## config.mk

```make
export PLATFORM = sky130hd
export DESIGN_NAME = cam_frame_packer
export DESIGN_NICKNAME = d
export VERILOG_FILES = /design/src/rtl/cam_pkg.sv /design/src/rtl/cam_buf_rotator.sv /design/src/rtl/cam_frame_packer.sv
export SDC_FILE = /design/constraint.sdc
export NUM_CORES = 1
export LEC_CHECK = 0
export ABC_CLOCK_PERIOD_IN_PS = 5650
export BUFFER_PORTS_ARGS = -buffer_cell sky130_fd_sc_hd__buf_2
export CAP_MARGIN = 30
export CORE_MARGIN = 1.5
export CORE_UTILIZATION = 60
export CTS_BUF_LIST = sky130_fd_sc_hd__clkbuf_4
export DETAILED_ROUTE_END_ITERATION = 12
export HOLD_SLACK_MARGIN = 0.05
export PLACE_DENSITY = 0.86
export REMOVE_ABC_BUFFERS = 1
export SYNTH_ARGS = -nofsm -noshare
export SYNTH_HDL_FRONTEND = slang
export SYNTH_SLANG_ARGS = --single-unit
```

## constraint.sdc

```tcl
create_clock -name clk -period 5.65 [get_ports clk]
set_input_delay 1.4125 -clock clk [delete_from_list [all_inputs] [get_ports clk]]
set_output_delay 1.4125 -clock clk [all_outputs]
set_load 0.05 [all_outputs]
```

## src/rtl/cam_pkg.sv

```systemverilog
// Shared types and helpers for the camera frame packer.
//   state_t    : capture FSM states
//   clog2_min1 : ceil(log2(n)) with a floor of 1, so no counter or select ends up zero-width
package cam_pkg;

  typedef enum logic [1:0] {
    S_IDLE = 2'd0,
    S_SKIP = 2'd1,
    S_SYNC = 2'd2,
    S_CAPT = 2'd3
  } state_t;

  function automatic int unsigned clog2_min1(input int unsigned n);
    return (n <= 32'd1) ? 32'd1 : 32'($clog2(n));
  endfunction

endpackage

```

## src/rtl/cam_buf_rotator.sv

```systemverilog
// Picks the next frame buffer to write. It never picks the buffer the reader holds.
//   wr_buf     : buffer currently being written
//   rd_buf     : buffer locked by the reader
//   next_buf_c : buffer to write after a good frame (combinational)
module cam_buf_rotator
  import cam_pkg::*;
#(
  parameter  int unsigned NUM_BUF = 3,
  localparam int unsigned BUF_W   = clog2_min1(NUM_BUF)
) (
  input  logic [BUF_W-1:0] wr_buf,
  input  logic [BUF_W-1:0] rd_buf,
  output logic [BUF_W-1:0] next_buf_c
);

  localparam logic [BUF_W-1:0] BUF_LAST = BUF_W'(NUM_BUF - 1);

  logic [BUF_W-1:0] cand;

  // Step once, step again past the reader's buffer, and hold if the search wraps back to wr_buf
  always_comb begin
    cand = (wr_buf == BUF_LAST) ? '0 : wr_buf + BUF_W'(1);
    if (cand == rd_buf) begin
      cand = (cand == BUF_LAST) ? '0 : cand + BUF_W'(1);
    end
    next_buf_c = (cand == wr_buf) ? wr_buf : cand;
  end

endmodule

```

## src/rtl/cam_frame_packer.sv

```systemverilog
// Packs the DVP camera byte stream into DDR write words, checks frame geometry and
// rotates the written frame buffer around the buffer the reader holds.
//   clk, rst            : pixel clock, synchronous active-high reset
//   init_done           : DDR and sensor ready; when low, the block returns to idle
//   camera_vsync/href   : DVP sync inputs
//   camera_data         : DVP byte bus
//   rd_buf              : buffer locked by the reader
//   ddr_wren, ddr_data  : one-cycle write strobe with its packed word
//   wr_buf, done_buf    : buffer being written / last good buffer
//   frame_done/err      : one-cycle good / bad frame pulses
module cam_frame_packer
  import cam_pkg::*;
#(
  parameter  int unsigned BYTES_PER_PIX = 2,
  parameter  int unsigned PIX_PER_WORD  = 2,
  parameter  int unsigned NUM_BUF       = 3,
  parameter  int unsigned SKIP_FRAMES   = 10,
  parameter  int unsigned H_ACTIVE      = 640,
  parameter  int unsigned V_ACTIVE      = 480,
  localparam int unsigned DATA_W        = 8 * BYTES_PER_PIX * PIX_PER_WORD,
  localparam int unsigned BUF_W         = clog2_min1(NUM_BUF)
) (
  input  logic              clk,
  input  logic              rst,
  input  logic              init_done,
  input  logic              camera_vsync,
  input  logic              camera_href,
  input  logic [7:0]        camera_data,
  input  logic [BUF_W-1:0]  rd_buf,
  output logic              ddr_wren,
  output logic [DATA_W-1:0] ddr_data,
  output logic [BUF_W-1:0]  wr_buf,
  output logic [BUF_W-1:0]  done_buf,
  output logic              frame_done,
  output logic              frame_err
);

  localparam int unsigned PH_W   = clog2_min1(BYTES_PER_PIX);
  localparam int unsigned SL_W   = clog2_min1(PIX_PER_WORD);
  localparam int unsigned PIX_W  = clog2_min1(H_ACTIVE + 1);
  localparam int unsigned LINE_W = clog2_min1(V_ACTIVE + 1);
  localparam int unsigned SKIP_W = clog2_min1(SKIP_FRAMES + 1);

  localparam logic [PH_W-1:0]   PH_LAST   = PH_W'(BYTES_PER_PIX - 1);
  localparam logic [SL_W-1:0]   SL_LAST   = SL_W'(PIX_PER_WORD - 1);
  localparam logic [PIX_W-1:0]  PIX_TGT   = PIX_W'(H_ACTIVE);
  localparam logic [PIX_W-1:0]  PIX_MAX   = '1;
  localparam logic [LINE_W-1:0] LINE_TGT  = LINE_W'(V_ACTIVE);
  localparam logic [LINE_W-1:0] LINE_MAX  = '1;
  localparam logic [SKIP_W-1:0] SKIP_LAST = SKIP_W'(SKIP_FRAMES - 1);

  if (H_ACTIVE % PIX_PER_WORD != 0) begin : g_bad_h_active
    $error("cam_frame_packer: H_ACTIVE must be a multiple of PIX_PER_WORD");
  end
  if (NUM_BUF < 2) begin : g_bad_num_buf
    $error("cam_frame_packer: NUM_BUF must be at least 2");
  end

  state_t state, state_nxt;

  logic              vsync_q, href_q, vsync_d, href_d;
  logic [7:0]        data_q, byte_r;
  logic              fs_r, fe_r, le_r, byte_v_r;

  logic [PH_W-1:0]   phase, phase_n;
  logic [SL_W-1:0]   slot, slot_n;
  logic [PIX_W-1:0]  pix_cnt, pix_n;
  logic [LINE_W-1:0] line_cnt, line_n;
  logic [SKIP_W-1:0] skip_cnt, skip_n;
  logic              err, err_n;
  logic [DATA_W-1:0] sr, sr_n, data_n;
  logic              wren_n, fdone_n, ferr_n;
  logic [BUF_W-1:0]  wr_buf_n, done_buf_n, next_buf_c;

  cam_buf_rotator #(.NUM_BUF(NUM_BUF)) u_rot (
    .wr_buf     (wr_buf),
    .rd_buf     (rd_buf),
    .next_buf_c (next_buf_c)
  );

  // Input capture, then a second stage that registers the edge events in step with the byte.
  // A vsync rise while href is still high also forces a line end, so that line is checked first.
  always_ff @(posedge clk) begin
    if (rst) begin
      vsync_q  <= 1'b0;
      href_q   <= 1'b0;
      data_q   <= '0;
      vsync_d  <= 1'b0;
      href_d   <= 1'b0;
      fs_r     <= 1'b0;
      fe_r     <= 1'b0;
      le_r     <= 1'b0;
      byte_v_r <= 1'b0;
      byte_r   <= '0;
    end else begin
      vsync_q  <= camera_vsync;
      href_q   <= camera_href;
      data_q   <= camera_data;
      vsync_d  <= vsync_q;
      href_d   <= href_q;
      fs_r     <= vsync_d & ~vsync_q;
      fe_r     <= vsync_q & ~vsync_d;
      le_r     <= (href_d & ~href_q) | (href_q & vsync_q & ~vsync_d);
      byte_v_r <= href_q;
      byte_r   <= data_q;
    end
  end

  // State register
  always_ff @(posedge clk) begin
    if (rst) state <= S_IDLE;
    else     state <= state_nxt;
  end

  // Next-state logic
  always_comb begin
    state_nxt = state;
    if (!init_done) begin
      state_nxt = S_IDLE;
    end else begin
      case (state)
        S_IDLE: state_nxt = (SKIP_FRAMES == 0) ? S_SYNC : S_SKIP;
        S_SKIP: if (SKIP_FRAMES == 0 || (fe_r && skip_cnt == SKIP_LAST)) state_nxt = S_SYNC;
        S_SYNC: if (fs_r) state_nxt = S_CAPT;
        S_CAPT: if (fe_r) state_nxt = S_SYNC;
        default: state_nxt = S_IDLE;
      endcase
    end
  end

  // Output and datapath next values: byte packing first, then the line check, then the frame verdict
  always_comb begin
    phase_n    = phase;
    slot_n     = slot;
    pix_n      = pix_cnt;
    line_n     = line_cnt;
    err_n      = err;
    sr_n       = sr;
    skip_n     = '0;
    wren_n     = 1'b0;
    data_n     = ddr_data;
    fdone_n    = 1'b0;
    ferr_n     = 1'b0;
    wr_buf_n   = wr_buf;
    done_buf_n = done_buf;

    if (init_done && state == S_SKIP) begin
      skip_n = fe_r ? skip_cnt + SKIP_W'(1) : skip_cnt;
    end

    if (!init_done || state != S_CAPT) begin
      phase_n = '0;
      slot_n  = '0;
      pix_n   = '0;
      line_n  = '0;
      err_n   = 1'b0;
      sr_n    = '0;
    end else begin
      if (byte_v_r) begin
        // Shifting in from the bottom leaves the first byte of the word in the MSB
        sr_n = DATA_W'({sr, byte_r});
        if (phase == PH_LAST) begin
          phase_n = '0;
          pix_n   = (pix_cnt == PIX_MAX) ? pix_cnt : pix_cnt + PIX_W'(1);
          if (slot == SL_LAST) begin
            slot_n = '0;
            wren_n = 1'b1;
            data_n = sr_n;
          end else begin
            slot_n = slot + SL_W'(1);
          end
        end else begin
          phase_n = phase + PH_W'(1);
        end
      end
      if (le_r) begin
        if (pix_n != PIX_TGT || phase_n != '0) err_n = 1'b1;
        line_n  = (line_cnt == LINE_MAX) ? line_cnt : line_cnt + LINE_W'(1);
        phase_n = '0;
        slot_n  = '0;
        pix_n   = '0;
      end
      if (fe_r) begin
        if (line_n == LINE_TGT && !err_n) begin
          fdone_n    = 1'b1;
          done_buf_n = wr_buf;
          wr_buf_n   = next_buf_c;
        end else begin
          ferr_n = 1'b1;
        end
      end
    end
  end

  // Datapath and output registers
  always_ff @(posedge clk) begin
    if (rst) begin
      phase      <= '0;
      slot       <= '0;
      pix_cnt    <= '0;
      line_cnt   <= '0;
      skip_cnt   <= '0;
      err        <= 1'b0;
      sr         <= '0;
      ddr_wren   <= 1'b0;
      ddr_data   <= '0;
      frame_done <= 1'b0;
      frame_err  <= 1'b0;
      wr_buf     <= '0;
      done_buf   <= BUF_W'(NUM_BUF - 1);
    end else begin
      phase      <= phase_n;
      slot       <= slot_n;
      pix_cnt    <= pix_n;
      line_cnt   <= line_n;
      skip_cnt   <= skip_n;
      err        <= err_n;
      sr         <= sr_n;
      ddr_wren   <= wren_n;
      ddr_data   <= data_n;
      frame_done <= fdone_n;
      frame_err  <= ferr_n;
      wr_buf     <= wr_buf_n;
      done_buf   <= done_buf_n;
    end
  end

endmodule

```

# Word level (Yosys, flattened, before mapping)

Cells that the tools add are included.

Bits in registers: 114
Word-level logic and storage cells: 105
Output and inout port bits: 39

Equal/unequal tests: 16
Bitwise gates (word level): 16
Reduce and logical (&&, ||, !) cells: 19
Mux-type cells: 24
Add/subtract/negate cells: 7

Operators by type and width:

| kind                                           | number |
|---|---|
| 2-to-1 mux 10 bit                              | 4 |
| 2-to-1 mux 9 bit                               | 3 |
| == test 9 bit (second input constant)          | 2 |
| 2-to-1 mux 2 bit                               | 6 |
| adder 10 x 1 -> 10 bit (second input constant) | 1 |
| == test 10 bit (second input constant)         | 1 |
| 2-to-1 mux 1 bit                               | 10 |
| != test 10 bit (second input constant)         | 1 |
| inverter 1 bit                                 | 10 |
| adder 9 x 1 -> 9 bit (second input constant)   | 1 |
| == test 2 bit (second input constant)          | 4 |
| != test 2 bit (second input constant)          | 4 |
| case mux 2 bit (4 select lines)                | 1 |
| AND reduction 4 bit                            | 2 |
| AND reduction 3 bit                            | 2 |
| OR reduction 2 bit                             | 3 |
| OR reduction 3 bit                             | 2 |
| AND 1 bit                                      | 5 |
| adder 2 x 1 -> 2 bit (second input constant)   | 2 |
| adder 4 x 1 -> 4 bit (second input constant)   | 1 |
| == test 2 bit                                  | 2 |
| == test 4 bit (second input constant)          | 1 |
| OR reduction 4 bit                             | 1 |
| logical AND 1 bit                              | 3 |
| 7 further kinds                                | 10 |

# Longest topological paths before layout

Depth in word-level cells: 13
Depth in mapped cells: 9

# Modules after synthesis

Synthesis repeated with hierarchy kept, for this count alone.

Cells, all modules: 481
Area total of the unflattened synthesis: 4441.8 µm²

Modules (own cells, without submodules):

| module           | instances | cells an instance | area an instance (µm²) |
|---|---|---|---|
| cam_frame_packer | 1         | 475               | 4401.7 |
| cam_buf_rotator  | 1         | 6                 | 40.0 |

# Worst setup path before layout

Ideal clock, no wire load.

Path kind: input-to-reg
From: input rst
To: register pix_cnt[8]
Buffers on the path: 2
Stages on the path: 6
Slack: 2912 ps
Setup time: 78 ps
Arrival time: 2660 ps
Path through: clkbuf_1 nor2b_1 nand3_1 or2_2 clkbuf_1 nor3_1

Word-level cells in the longest chain between the ends: 1

Ends and longest elaborated chain:

| element                             | line                    | RTL |
|---|---|---|
| from (decl)                         | cam_frame_packer.sv:24  | `input logic rst,` |
| OR reduction 3 bit (no source line) | n/a                     |  |
| to (signal assigned)                | cam_frame_packer.sv:214 | `pix_cnt <= pix_n;` |
| to (decl)                           | cam_frame_packer.sv:67  | `logic [PIX_W-1:0] pix_cnt, pix_n;` |

Every way passes these cells.
A chain may end at the register's enable or synchronous reset.

# Worst setup path in the final report

From: register byte_v_r
To: register done_buf[1]

Word-level cells in the longest chain between the ends: 10

Ends and longest elaborated chain:

| element                                | line                    | RTL |
|---|---|---|
| from (decl)                            | cam_frame_packer.sv:63  | `logic fs_r, fe_r, le_r, byte_v_r;` |
| from (signal assigned)                 | cam_frame_packer.sv:104 | `byte_v_r <= href_q;` |
| 2-to-1 mux 10 bit                      | cam_frame_packer.sv:159 | `if (byte_v_r) begin` |
| 2-to-1 mux 10 bit                      | cam_frame_packer.sv:151 | `if (!init_done \|\| state != S_CAPT) begin` |
| != test 10 bit                         | cam_frame_packer.sv:177 | `if (pix_n != PIX_TGT \|\| phase_n != '0) err_n = 1'b1;` |
| logical OR 1 bit *                     | cam_frame_packer.sv:177 |  |
| 2-to-1 mux 1 bit *                     | cam_frame_packer.sv:177 |  |
| 2-to-1 mux 1 bit *                     | cam_frame_packer.sv:176 | `if (le_r) begin` |
| 2-to-1 mux 1 bit *                     | cam_frame_packer.sv:151 |  |
| zero test 1 bit *                      | cam_frame_packer.sv:184 | `if (line_n == LINE_TGT && !err_n) begin` |
| logical AND 1 bit *                    | cam_frame_packer.sv:184 |  |
| AND reduction 3 bit (no source line) * | n/a                     |  |
| to (signal assigned)                   | cam_frame_packer.sv:210 | `done_buf <= BUF_W'(NUM_BUF - 1);` |
| to (signal assigned)                   | cam_frame_packer.sv:224 | `done_buf <= done_buf_n;` |
| to (decl)                              | cam_frame_packer.sv:33  | `output logic [BUF_W-1:0] done_buf,` |

Mark *: on every way between the ends. The rest lies on a longest branch, timed or not. The select of a mux whose other input is x is not followed.

==> results.json <==
{
  "via_count": 3477,
  "finalHoldViolations": 0,
  "crit_slowest_cell": "dfxtp_2",
  "p_leak_nw": 1.81,
  "synth.most_common_cell": "dfxtp_1",
  "fmax_mhz": 338,
  "syn_area_per_cell_sq_um": 9.11,
  "rsz0062_at_grt": "no",
  "drv_slew": 0,
  "path_class": "reg2reg",
  "critical_path.max_fanout": 31,
  "numPortBuffers": 53,
  "clock_latency_ns": 0.51,
  "die_h_um": 88.9,
  "status": "finished, final reports clean",
  "synth_top_area_share_pct": 51.6,
  "rr_startpoint": "byte_v_r",
  "synth_cells": 486,
  "die_w_um": 88.9,
  "initial_core_util_pct": 61.7,
  "fin_util_pct": 69.8,
  "grt_max_degree": 63,
  "drt-vias-per-instance": 5.39,
  "crit_chain": "nand4_1, nor4_2, a22oi_1, nor3_1, a41oi_4, nor3_4, mux2i_1",
  "ant_nets": 0,
  "cts_buffers": 17,
  "post-dp-hpwl_um": 5440,
  "worst_ep_required_time_ns": 6.09,
  "post_drt_wl_per_cell_um": 13.0,
  "cp.arrival_ns": 3.39,
  "total_power_mw": 1.41,
  "skew_ns": 0.0129,
  "setup_violations": 0,
  "whs_ns": 0.436,
  "cts-root-buf": "clkbuf_4",
  "critPathLaunch": "byte_v_r",
  "synthArstFlopShare_pct": 0,
  "cp-start-kind": "register",
  "firstDrtPassIters": 4,
  "diodes": 0,
  "drive_gt1_share_pct": 18.3,
  "vdd_drop_max_mv": 0.154,
  "gp_congestion": 0.833,
  "synth-seq-cells": 114,
  "post_cts_resized": 0,
  "min_period_ns": 2.96,
  "grt.overflow.total": 0,
  "slowest_delay_ns": 0.91,
  "cts_buffer_depth": 2,
  "drc": 0,
  "cts_tree": "yes",
  "min-delay-path-class": "reg2reg",
  "grt_pass1_wl_um": 13500,
  "dieArea_sq_mm": 0.00790,
  "grt_usage_pct": 22.6,
  "ios": 54,
  "synth_top_area_cell": "dfxtp_1",
  "grt_pass1_vias": 3102,
  "areaGrowthSynthToFinish_pct": 13.1,
  "setup_tns_ns": 0,
  "worst-path-buf-inv": 0,
  "synthDistinctLibCells": 57,
  "cts.htree.levels": 4,
  "hold_buffers": 0,
  "grt_antenna_before_repair": 0,
  "worstMarginPinSlew_ns": 0.862,
  "seq_area_frac_synth_pct": 51.6,
  "drv_cap": 0,
  "core-area_sq_mm": 0.00718,
  "dp.cells": 613,
  "cts_setup_buffers": 0,
  "stdcell_count": 645,
  "relSlewSlack_pct": 42.6,
  "synth_edf_count": 0,
  "p_per_area_mw_per_mm2": 282,
  "synth_warnings": 0,
  "critical-path-top-delay-family": "simple AND/OR/NAND/NOR gates",
  "clk_pin_slew_ns": 0.10,
  "syn_area_sq_mm": 0.00443,
  "synthFlopType": "dfxtp_1",
  "critPathCaptureType": "register",
  "drt_iter0_markers": 209,
  "finalCritPeriodShare_pct": 52.4,
  "synthTopCellsByArea": "dfxtp_1 52%, mux2i_1 7.0%, nand2_1 6.6%, nor2_1 5.0%, a21oi_1 4.4%",
  "wirelength_um": 8400,
  "clock_sink_count": 114,
  "core.rowCount": 31,
  "min_from": "vsync_d",
  "layout.nets": 553,
  "synth_common_cells": "114 x dfxtp_1, 78 x nand2_1, 59 x nor2_1"
}
## cell usage in the layout, fill, tap and decap left out, types with 5 or more instances in the layout
master    count
dfxtp_1     113
nand2_1      78
nor2_1       59
buf_2        53
a21oi_1      39
mux2i_1      31
nor2b_1      23
clkbuf_4     17
xnor2_1      11
inv_1         9
nor3_1        9
nand3_1       8
ha_1          5
## state kept, by name, indices dropped and copies added, names as in the netlist, 2 cells and up
name and flops:
sr 24, line_cnt 9, byte_r 8, skip_cnt 4, done_buf 2, state 2, wr_buf 2, data_q 8
ddr_data 32, pix_cnt 10
## final timing paths
| kind | endpoint | slack [ns] | cells past startpoint |
|---|---|---|---|
| worst max register to register | done_buf[1] | 2.69 | 7 |
| worst max-delay path | done_buf[1] | 2.69 | 7 |
| worst min register to register | fe_r | 0.44 | 1 |
| worst min-delay path | fe_r | 0.44 | 1 |
## cell families (layout without fill, tap and decap cells)
group	count (synthesis)	count (layout)	share of synthesized area, %
buf+inv	38	98	3.45
simple gates	215	215	23.7
fa+ha+maj	5	5	1.41
flops	114	114	51.6
xor+xnor	13	13	2.57
mux	31	31	7.01
compound gates	70	70	10.3
## report_power, final
group / internal, mW / leakage, nW / switching, mW
registers: 0.811 / 0.923 / 0.00818
clock network: 0.257 / 0.138 / 0.306
logic: 0.0140 / 0.745 / 0.0133
## layer usage
metal | vias to the layer above | GRT usage (%) | share of wire [%]
met1 | 1626 | 25.9 | 43
li1 | 1745 | - | -
met2 | 92 | 37.5 | 50
met3 | 14 | 8.30 | 4.9
met4 | 0 | 10.4 | 1.8
met5 | - | 0 | 0
## stage by stage
stage	instance area, sq um	setup WS [ns]
detailed placement	4730	2.44
floorplan	4310	2.51
global placement	4720	2.51
CTS	5010	2.65
finish	5010	2.69
global route	5010	2.45
## area by class of cell
cell class,instances,area (sq um)
well taps,99,124
fillers,572,2170
multi-input cells,334,1990
clock buffers,17,128
inverters,9,33.8
flip-flops and latches,114,2280
clock inverters,15,144
repair buffers,57,303
(Power assumes the default switching activity.)
